==> config.mk <==
export PLATFORM = sky130hd
export DESIGN_NAME = register_status_table
export DESIGN_NICKNAME = d
export VERILOG_FILES = /design/src/rtl/rst_pkg.sv /design/src/rtl/rst_lookup.sv /design/src/rtl/register_status_table.sv
export SDC_FILE = /design/constraint.sdc
export NUM_CORES = 1
export LEC_CHECK = 0
export ABC_AREA = 1
export CAP_MARGIN = 20
export CELL_PAD_IN_SITES_DETAIL_PLACEMENT = 0
export CELL_PAD_IN_SITES_GLOBAL_PLACEMENT = 1
export CORE_AREA = 2 2 177 179
export CTS_BUF_LIST = sky130_fd_sc_hd__clkbuf_8
export CTS_CLUSTER_DIAMETER = 80
export DETAILED_ROUTE_END_ITERATION = 8
export DIE_AREA = 0 0 179 181
export HOLD_SLACK_MARGIN = 0.1
export PLACE_DENSITY_LB_ADDON = 0.1
export RECOVER_POWER = 50
export SLEW_MARGIN = 20
export SYNTH_ARGS = -nofsm -noshare
export SYNTH_HDL_FRONTEND = slang
export SYNTH_SLANG_ARGS = --single-unit
==> constraint.sdc <==
create_clock -name clock -period 13.47 [get_ports clock]
set_clock_uncertainty 0.05 [all_clocks]
set_input_delay 3.3675 -clock clock [delete_from_list [all_inputs] [get_ports clock]]
set_output_delay 3.3675 -clock clock [all_outputs]
set_load 0.02 [all_outputs]
==> src/rtl/rst_pkg.sv <==
// ============================================================================
// Module      : rst_pkg
// Description : Shared constants and entry type for the register status table.
// Revision    : 1.0 - initial release
// ============================================================================
`default_nettype none

package rst_pkg;

    localparam int TAG_WIDTH     = 5;
    localparam int NUM_REGS      = 32;
    localparam int REG_IDX_WIDTH = 5;

    localparam logic [REG_IDX_WIDTH-1:0] ZERO_REG = '0;

    typedef struct packed {
        logic                 busy;
        logic [TAG_WIDTH-1:0] tag;
    } entry_t;

endpackage : rst_pkg

`default_nettype wire

==> src/rtl/rst_lookup.sv <==
// ============================================================================
// Module      : rst_lookup
// Description : One source-operand port: index decode, r0 override and the
//               optional same-cycle CDB bypass (macro RST_CDB_BYPASS_EN).
// Revision    : 1.0 - initial release
// ============================================================================
`default_nettype none

module rst_lookup
    import rst_pkg::*;
#(
    parameter int NUM_REGS  = rst_pkg::NUM_REGS,
    parameter int TAG_WIDTH = rst_pkg::TAG_WIDTH
) (
    input  logic [REG_IDX_WIDTH-1:0]              i_idx,
    input  logic [NUM_REGS-1:0]                   i_busy_vec,
    input  logic [NUM_REGS-1:0][TAG_WIDTH-1:0]    i_tag_vec,
    input  logic                                  i_cdb_valid,
    input  logic [TAG_WIDTH-1:0]                  i_cdb_tag,
    output logic                                  o_busy,
    output logic [TAG_WIDTH-1:0]                  o_tag
);

    logic                 w_busy;
    logic [TAG_WIDTH-1:0] w_tag;

`ifndef RST_CDB_BYPASS_EN
    logic w_unused_cdb;
    assign w_unused_cdb = ^{i_cdb_valid, i_cdb_tag};
`endif

    always_comb begin
        w_busy = 1'b0;
        w_tag  = '0;
        if ((i_idx != ZERO_REG) && (32'(i_idx) < NUM_REGS)) begin
            w_busy = i_busy_vec[i_idx];
            w_tag  = i_tag_vec[i_idx];
        end
`ifdef RST_CDB_BYPASS_EN
        // Producer is broadcasting right now: the operand is already available.
        if (w_busy && i_cdb_valid && (w_tag == i_cdb_tag)) begin
            w_busy = 1'b0;
        end
`endif
        o_busy = w_busy;
        o_tag  = w_busy ? w_tag : '0;
    end

endmodule : rst_lookup

`default_nettype wire

==> src/rtl/register_status_table.sv <==
// ============================================================================
// Module      : register_status_table
// Description : Rename map for the OoO core; pops tags from the free-list FIFO,
//               tracks pending registers, clears them on CDB broadcast.
//               Optional same-cycle CDB bypass: RST_CDB_BYPASS_EN.
// Revision    : 1.0 - initial release
// ============================================================================
`default_nettype none

module register_status_table
    import rst_pkg::*;
#(
    parameter int NUM_REGS  = rst_pkg::NUM_REGS,
    parameter int TAG_WIDTH = rst_pkg::TAG_WIDTH
) (
    input  logic                      clock,
    input  logic                      reset,
    input  logic                      flush_valid,
    input  logic                      dispatch_valid,
    input  logic                      dispatch_wr,
    input  logic [REG_IDX_WIDTH-1:0]  dispatch_rd,
    input  logic [REG_IDX_WIDTH-1:0]  dispatch_rs,
    input  logic [REG_IDX_WIDTH-1:0]  dispatch_rt,
    output logic                      dispatch_ready,
    input  logic                      tag_fifo_empty,
    input  logic [TAG_WIDTH-1:0]      tag_out,
    output logic                      rd_en,
    output logic [TAG_WIDTH-1:0]      dispatch_tag,
    output logic                      rs_busy,
    output logic                      rt_busy,
    output logic [TAG_WIDTH-1:0]      rs_tag,
    output logic [TAG_WIDTH-1:0]      rt_tag,
    input  logic                      cdb_valid,
    input  logic [TAG_WIDTH-1:0]      cdb_tag
);

    logic                               w_need_tag;
    logic [NUM_REGS-1:0]                w_busy_vec;
    logic [NUM_REGS-1:0][TAG_WIDTH-1:0] w_tag_vec;

    assign w_need_tag     = dispatch_valid && dispatch_wr && (dispatch_rd != ZERO_REG);
    assign dispatch_ready = dispatch_valid && !flush_valid && !(w_need_tag && tag_fifo_empty);
    // The FIFO is reset by the same event, so never pop it while reset is held.
    assign rd_en          = dispatch_ready && w_need_tag && !reset;
    assign dispatch_tag   = tag_out;

    for (genvar i = 0; i < NUM_REGS; i++) begin : g_entry
        if (i == 0) begin : g_zero
            assign w_busy_vec[i] = 1'b0;
            assign w_tag_vec[i]  = '0;
        end else begin : g_reg
            logic                 r_busy;
            logic [TAG_WIDTH-1:0] r_tag;
            logic                 w_alloc;
            logic                 w_cdb_hit;

            assign w_alloc   = rd_en && (dispatch_rd == REG_IDX_WIDTH'(i));
            assign w_cdb_hit = cdb_valid && r_busy && (r_tag == cdb_tag);

            // Priority: flush, then a new allocation, then the CDB clear.
            always_ff @(posedge clock or posedge reset) begin
                if (reset) begin
                    r_busy <= 1'b0;
                    r_tag  <= '0;
                end else if (flush_valid) begin
                    r_busy <= 1'b0;
                end else if (w_alloc) begin
                    r_busy <= 1'b1;
                    r_tag  <= tag_out;
                end else if (w_cdb_hit) begin
                    r_busy <= 1'b0;
                end
            end

            assign w_busy_vec[i] = r_busy;
            assign w_tag_vec[i]  = r_tag;
        end
    end

    rst_lookup #(
        .NUM_REGS  (NUM_REGS),
        .TAG_WIDTH (TAG_WIDTH)
    ) u_rs_lookup (
        .i_idx       (dispatch_rs),
        .i_busy_vec  (w_busy_vec),
        .i_tag_vec   (w_tag_vec),
        .i_cdb_valid (cdb_valid),
        .i_cdb_tag   (cdb_tag),
        .o_busy      (rs_busy),
        .o_tag       (rs_tag)
    );

    rst_lookup #(
        .NUM_REGS  (NUM_REGS),
        .TAG_WIDTH (TAG_WIDTH)
    ) u_rt_lookup (
        .i_idx       (dispatch_rt),
        .i_busy_vec  (w_busy_vec),
        .i_tag_vec   (w_tag_vec),
        .i_cdb_valid (cdb_valid),
        .i_cdb_tag   (cdb_tag),
        .o_busy      (rt_busy),
        .o_tag       (rt_tag)
    );

endmodule : register_status_table

`default_nettype wire

==> reports/qor.yml, run 1 <==
clocking:
  hold_buffers: 0
  numCtsBuffers: 17
  htreeDepth: 4
  clock_latency_ns: 0.53
  cts_setup_buffers: 0
  cts_tree: "built"
  cts_sinks: 186
  post_cts_resized: 0
  path_clk_slew_ns: 0.10
  cts-root-buf: "clkbuf_8"
  cts_buffer_depth: 2
global_routing:
  met3_usage_pct: 6.46
  grt_usage_pct: 33.9
  grt_pass1_wl_microns: 83900
  grt-busiest-layer: "met2"
  gr-total-overflow: 0
  gr-usage-met1_pct: 47.3
  antenna_found_initial: 0
  use_met2_pct: 52.8
  grt_pass1_vias: 14400
  grt_max_degree: 188
timing:
  tightest_slew_ns: 3.74
  finalSetupViolations: 0
  hold_viol_final: 0
  drv_slew: 124
  rsz0062_at_grt: "no"
  setup-tns-final_ns: 0
  min_period_ns: 10.46
  finalCritPeriodShare_pct: 77.7
  max_slew_margin_pct: -149
  clock.fmax_ghz: 0.0956
drt:
  postRouteAntennaNets: 0
  drtIter0Drc: 1706
  wl_microns: 53200
  drcViolationCount: 0
  vias: 15000
  wl_per_cell_microns: 20.0
  drtPass1Iterations: 7
  vias_per_cell: 5.66
die:
  start_util_pct: 44.9
  die_x_microns: 179
  io_pins: 51
  row_count: 64
  chipHeight_microns: 181
  dieArea_sq_um: 32400
  core-area_sq_um: 30300
worst_setup_path:
  crit_top_cell: "nand2_1"
  cp.required_ns: 10.05
  path_buf_inv: 4
  cp_top_family: "buffers and inverters"
  crit_slowest_cell: "dlygate4sd3_1"
  end_kind: "output port"
  critPathMaxStageDelay_ns: 0.97
  start_kind: "primary input"
  cp_max_fo: 187
  rrSetupSlack_ns: 12.19
  crit_type: "primary input to output port"
  path_cells: "dlygate4sd3_1, inv_1, nand2_1, nand2_1, nor4_1, buf_12, clkdlybuf4s50_1"
  critPathArrivalTime_ns: 7.05
power:
  total_power_uw: 1180
  p_leak_uw: 0.00793
  switching_share_pct: 34.3
  vdd_drop_max_mv: 0.0674
  internal_power_uw: 775
  p_switching_uw: 405
  seq_power_share_pct: 48.6
  clockPowerShare_pct: 33.4
  power.density_nw_per_um2: 81.4
  p_comb_share_pct: 18.0
place:
  hpwl_microns: 34800
  place_congestion: 0.949
  dp_cells: 2626
  portBuffers: 50
yosys:
  yosysSeqAreaShare_pct: 34.2
  synth-async-reset-ratio_pct: 100
  avgSynthCellArea_sq_um: 5.92
  synth_flop_cell: "dfrtp_1"
  synth_nets: 2334
  yosys.area.top_type: "dfrtp_1"
  ys_seq_elements: 186
  synthTopCellsByCount: "nand2_1, nand3_1, dfrtp_1"
  synth_top_area_share_pct: 34.2
  synth_edf_count: 0
  synth_cells: 2302
  ys_types: 24
  yosysMostFrequentCell: "nand2_1"
  synth_area_sq_um: 13600
  ys_warn_count: 0
  netlist_top_cells_area: "dfrtp_1, nand2_1, nand3_1"
cells_and_area:
  finalNonFillerCells: 2657
  drive_above_1_share_pct: 2.87
  postLayoutCoreUtil_pct: 47.8
  antenna_cells: 0
  nets: 2281
  syn_to_final_growth_pct: 6.46
flow_run:
  cap_violations: 2
outcome:
  violations: "max-capacitance violations, max-slew violations"
  outcome: "finished, violations left"
min_path:
  hp-class: "flip-flop to flip-flop"
cells by family (layout without fill, tap and decap cells):
logic type	Yosys count	after routing	synth area share, %
simple gates	1617	1617	48.5
buf+inv	307	266	9.01
flops	186	186	34.2
compound gates	173	173	7.13
xor+xnor	19	19	1.22
power groups by stage:
stage | clock (uW) | combinational [uW] | sequential (uW)
2_1_floorplan | 0 | 135 | 581
5_1_grt | 427 | 232 | 574
6_report | 394 | 213 | 573
3_3_place_gp | 0 | 208 | 584
4_1_cts | 400 | 209 | 573
3_5_place_dp | 0 | 209 | 584
metal layers:
layer  wire (microns)  up-vias
met5                0        -
met4             1430        0
met3             4170       93
met2            24100      612
met1            23500     7126
li1                 -     7206
final cells by class:
| cell class | count | area (sq um) |
|---|---|---|
| Clock buffer | 18 | 248 |
| Clock inverter | 13 | 134 |
| Fill cell | 3337 | 15900 |
| Inverter | 165 | 627 |
| Multi-Input combinational cell | 1809 | 7720 |
| Sequential cell | 186 | 4650 |
| Tap cell | 396 | 495 |
| Timing Repair Buffer | 70 | 618 |
worst paths after layout:
check                                                             from                                     end  cells after the start
worst max register to register   g_entry[9].g_reg.r_tag[3]$_DFFE_PP0P_     g_entry[9].g_reg.r_busy$_DFFE_PP0P_                      6
worst max-delay path                                    dispatch_rd[4]                                   rd_en                      7
max in group asynchronous                                        reset  g_entry[12].g_reg.r_tag[0]$_DFFE_PP0P_                      3
worst min-delay path            g_entry[14].g_reg.r_tag[4]$_DFFE_PP0P_  g_entry[14].g_reg.r_tag[4]$_DFFE_PP0P_                      2
min in group asynchronous                                        reset  g_entry[16].g_reg.r_tag[3]$_DFFE_PP0P_                      2
worst min register to register  g_entry[14].g_reg.r_tag[4]$_DFFE_PP0P_  g_entry[14].g_reg.r_tag[4]$_DFFE_PP0P_                      2
stage by stage:
| stage | area, sq um | setup WS [ns] | hold WS [ns] |
|---|---|---|---|
| 6_report | 14500 | 3.01 | 0.435 |
| 5_1_grt | 14500 | 2.73 | 0.453 |
| 4_1_cts | 14500 | 3.16 | 0.438 |
| 3_5_place_dp | 14100 | 3.16 | 0.413 |
| 3_3_place_gp | 14100 | 3.20 | 0.407 |
| 2_1_floorplan | 13600 | 1.50 | 0.392 |
cells in the final DEF (no fill, tap or decap), types with 2 or more instances in the layout:
cell,count
nor3_1,18
nand4_1,3
inv_1,155
dlygate4sd3_1,2
inv_2,5
o21ai_0,48
buf_2,7
o22ai_1,50
a211oi_1,14
clkinvlp_4,4
nand2_1,1121
inv_8,4
a21oi_1,59
clkinv_1,4
clkbuf_1,2
buf_4,18
clkbuf_8,18
nand3_1,381
clkdlybuf4s50_1,40
inv_6,4
dfrtp_1,186
nor2_1,91
xor2_1,16
xnor2_1,3
state kept, by name, summed over array words and instances (netlist names):
register              cells
g_entry.g_reg.r_tag     155
g_entry.g_reg.r_busy     31
worst min-delay path, stage by stage, from the launching register on:
cell	delay [ns]
dfrtp_1	0.36
nand2_1	0.05
nand2_1	0.05
Power figures use the tool's default switching activity.
==> inputs of run 2 (changes only) <==
Clock period 13.47 ns to 9.95 ns, I/O delays scaled along.
==> run 2 against run 1 <==
Effect of this change: the flow still finishes with violations (max-capacitance violations, max-slew violations); cell count up 0.15%; highest routed layer unchanged; sequential share of layout area barely moved; die area unchanged; via count barely moved; non-clock buffer count up 3; worst setup slack got worse by 1.2 ns; register-to-register slack got worse by 3.5 ns; flip-flop and latch count unchanged; wire length increased by 1.2%; power increased by 37%.
==> reports/qor.yml, run 2 (synthesis gave the netlist of run 1 again) <==
outcome:
  outcome: "finished, violations left"
  violations: "max-capacitance violations, max-slew violations"
min_path:
  min_to: "g_entry[19].g_reg.r_tag[4]$_DFFE_PP0P_"
  hold_start: "g_entry[19].g_reg.r_tag[4]$_DFFE_PP0P_"
  hold_depth: 2
  hp-class: "flip-flop to flip-flop"
clocking:
  cts-root-buf: "clkbuf_8"
  cts_tree: "built"
  htreeDepth: 4
  cts_buffer_depth: 2
  cts_setup_buffers: 0
  cts_sinks: 186
  path_clk_slew_ns: 0.10
  clock_latency_ns: 0.53
  numCtsBuffers: 17
  hold_buffers: 0
  post_cts_resized: 0
timing:
  min_period_ns: 8.16
  clock.fmax_ghz: 0.123
  hold_viol_final: 0
  rsz0062_at_grt: "no"
  drv_slew: 321
  setup-tns-final_ns: 0
  finalSetupViolations: 0
  finalCritPeriodShare_pct: 82.0
  max_slew_margin_pct: -144
  tightest_slew_ns: 3.66
cells_and_area:
  antenna_cells: 0
  nFillCells: 3330
  top_regs: "g_entry.g_reg.r_tag (155), g_entry.g_reg.r_busy (31)"
  drive_above_1_share_pct: 3.13
  final_common_cell: "nand2_1"
  final_cell_mix: "nand2_1, nand3_1, dfrtp_1"
  syn_to_final_growth_pct: 6.53
  top_register: "g_entry.g_reg.r_tag"
  largest_reg_flops: 155
  fin_area_sq_um: 14500
  nets: 2284
drt:
  postRouteAntennaNets: 0
  drcViolationCount: 0
  vias_per_cell: 5.66
  drtIter0Drc: 1561
  vias: 15100
  wl_per_cell_microns: 20.2
  wl_microns: 53800
  drtPass1Iterations: 7
die:
  io_pins: 51
  chipHeight_microns: 181
  core-area_sq_um: 30300
  start_util_pct: 44.9
  row_count: 64
  dieArea_sq_um: 32400
  die_x_microns: 179
power:
  p_leak_uw: 0.00796
  vdd_drop_max_mv: 0.0889
  power.density_nw_per_um2: 111
global_routing:
  grt_pass1_vias: 13800
  grt_max_degree: 187
  grt_pass1_wl_microns: 82900
  antenna_found_initial: 0
  grt_usage_pct: 33.7
  gr-total-overflow: 0
place:
  place_congestion: 0.944
  placed_area_sq_um: 14200
  hpwl_microns: 35000
  portBuffers: 50
worst_setup_path:
  critPathArrivalTime_ns: 5.62
  end_kind: "output port"
  ff2ff_path_depth: 5
  crit_type: "primary input to output port"
  start_kind: "primary input"
  r2r_start: "g_entry[8].g_reg.r_tag[4]$_DFFE_PP0P_"
  worst_r2r_endpoint: "g_entry[8].g_reg.r_busy$_DFFE_PP0P_"
  rrSetupSlack_ns: 8.67
  cp_max_fo: 18
  cp.required_ns: 7.41
flow_run:
  cap_violations: 3
[run 2: cell count changes in the layout (fill, tap and decap cells not counted), moves of 2 or more]
cell / before / now
clkdlybuf4s50_1: 40 / 38
buf_4: 18 / 22
clkbuf_2: 0 / 2
clkinvlp_4: 4 / 2
[run 2: layer usage]
metal / part of all wire [%] / track usage [%] / up-vias
met5: 0 / 0 / -
met4: 2.6 / 9.66 / 0
met3: 8.3 / 6.90 / 91
met2: 44 / 51.2 / 659
met1: 45 / 48.4 / 7100
li1: - / - / 7201
[run 2: area by class of cell]
type / instances / area [sq um] / area share (%)
multi-input cells: 1809 / 7720 / 53.2
flip-flops and latches: 186 / 4650 / 32.1
inverters: 165 / 623 / 4.29
repair buffers: 73 / 619 / 4.27
well taps: 396 / 495 / 3.41
clock buffers: 19 / 262 / 1.80
clock inverters: 13 / 133 / 0.914
[run 2: power breakdown]
part           internal [uW]  total [uW]  leakage, uW  switching [uW]
registers                765         776      0.00259            11.0
clock network            219         545     0.000205             325
logic                   74.4         291      0.00516             217
total                   1060        1610      0.00796             553
[run 2: worst max-delay path by stage]
| stage | start | cells after the start | to | slack, ns |
|---|---|---|---|---|
| finish | dispatch_rt[2] | 13 | rt_tag[0] | 1.79 |
| global route | dispatch_rd[4] | 9 | g_entry[30].g_reg.r_tag[1]$_DFFE_PP0P_ | 1.49 |
| CTS | dispatch_rt[2] | 13 | rt_tag[0] | 1.84 |
| detailed placement | dispatch_rt[2] | 13 | rt_tag[0] | 1.84 |
| global placement | dispatch_rt[2] | 13 | rt_tag[0] | 1.89 |
| floorplan | reset | 4 | rd_en | 1.51 |
[run 2: worst max-delay path, cell delays in order]
cell and delay, ns:
clkdlybuf4s50_1 0.46, buf_4 0.25, clkinv_1 0.32, nor2_1 0.66, nand2_1 0.11, nand2_1 0.10
inv_1 0.04, nand2_1 0.05, nand2_1 0.05, nand2_1 0.31, nand2_1 0.12, inv_1 0.07
clkdlybuf4s50_1 0.59
[run 2: metrics by stage]
step	utilization [%]	hold slack [ns]	std cells	setup slack, ns	power [uW]
2_1_floorplan	-	0.392	2302	1.51	969
3_3_place_gp	46.6	0.404	2629	1.89	1080
3_5_place_dp	46.6	0.408	2629	1.84	1080
4_1_cts	47.9	0.433	2661	1.84	1620
5_1_grt	47.8	0.459	2661	1.49	1670
6_report	47.8	0.433	2661	1.79	1610
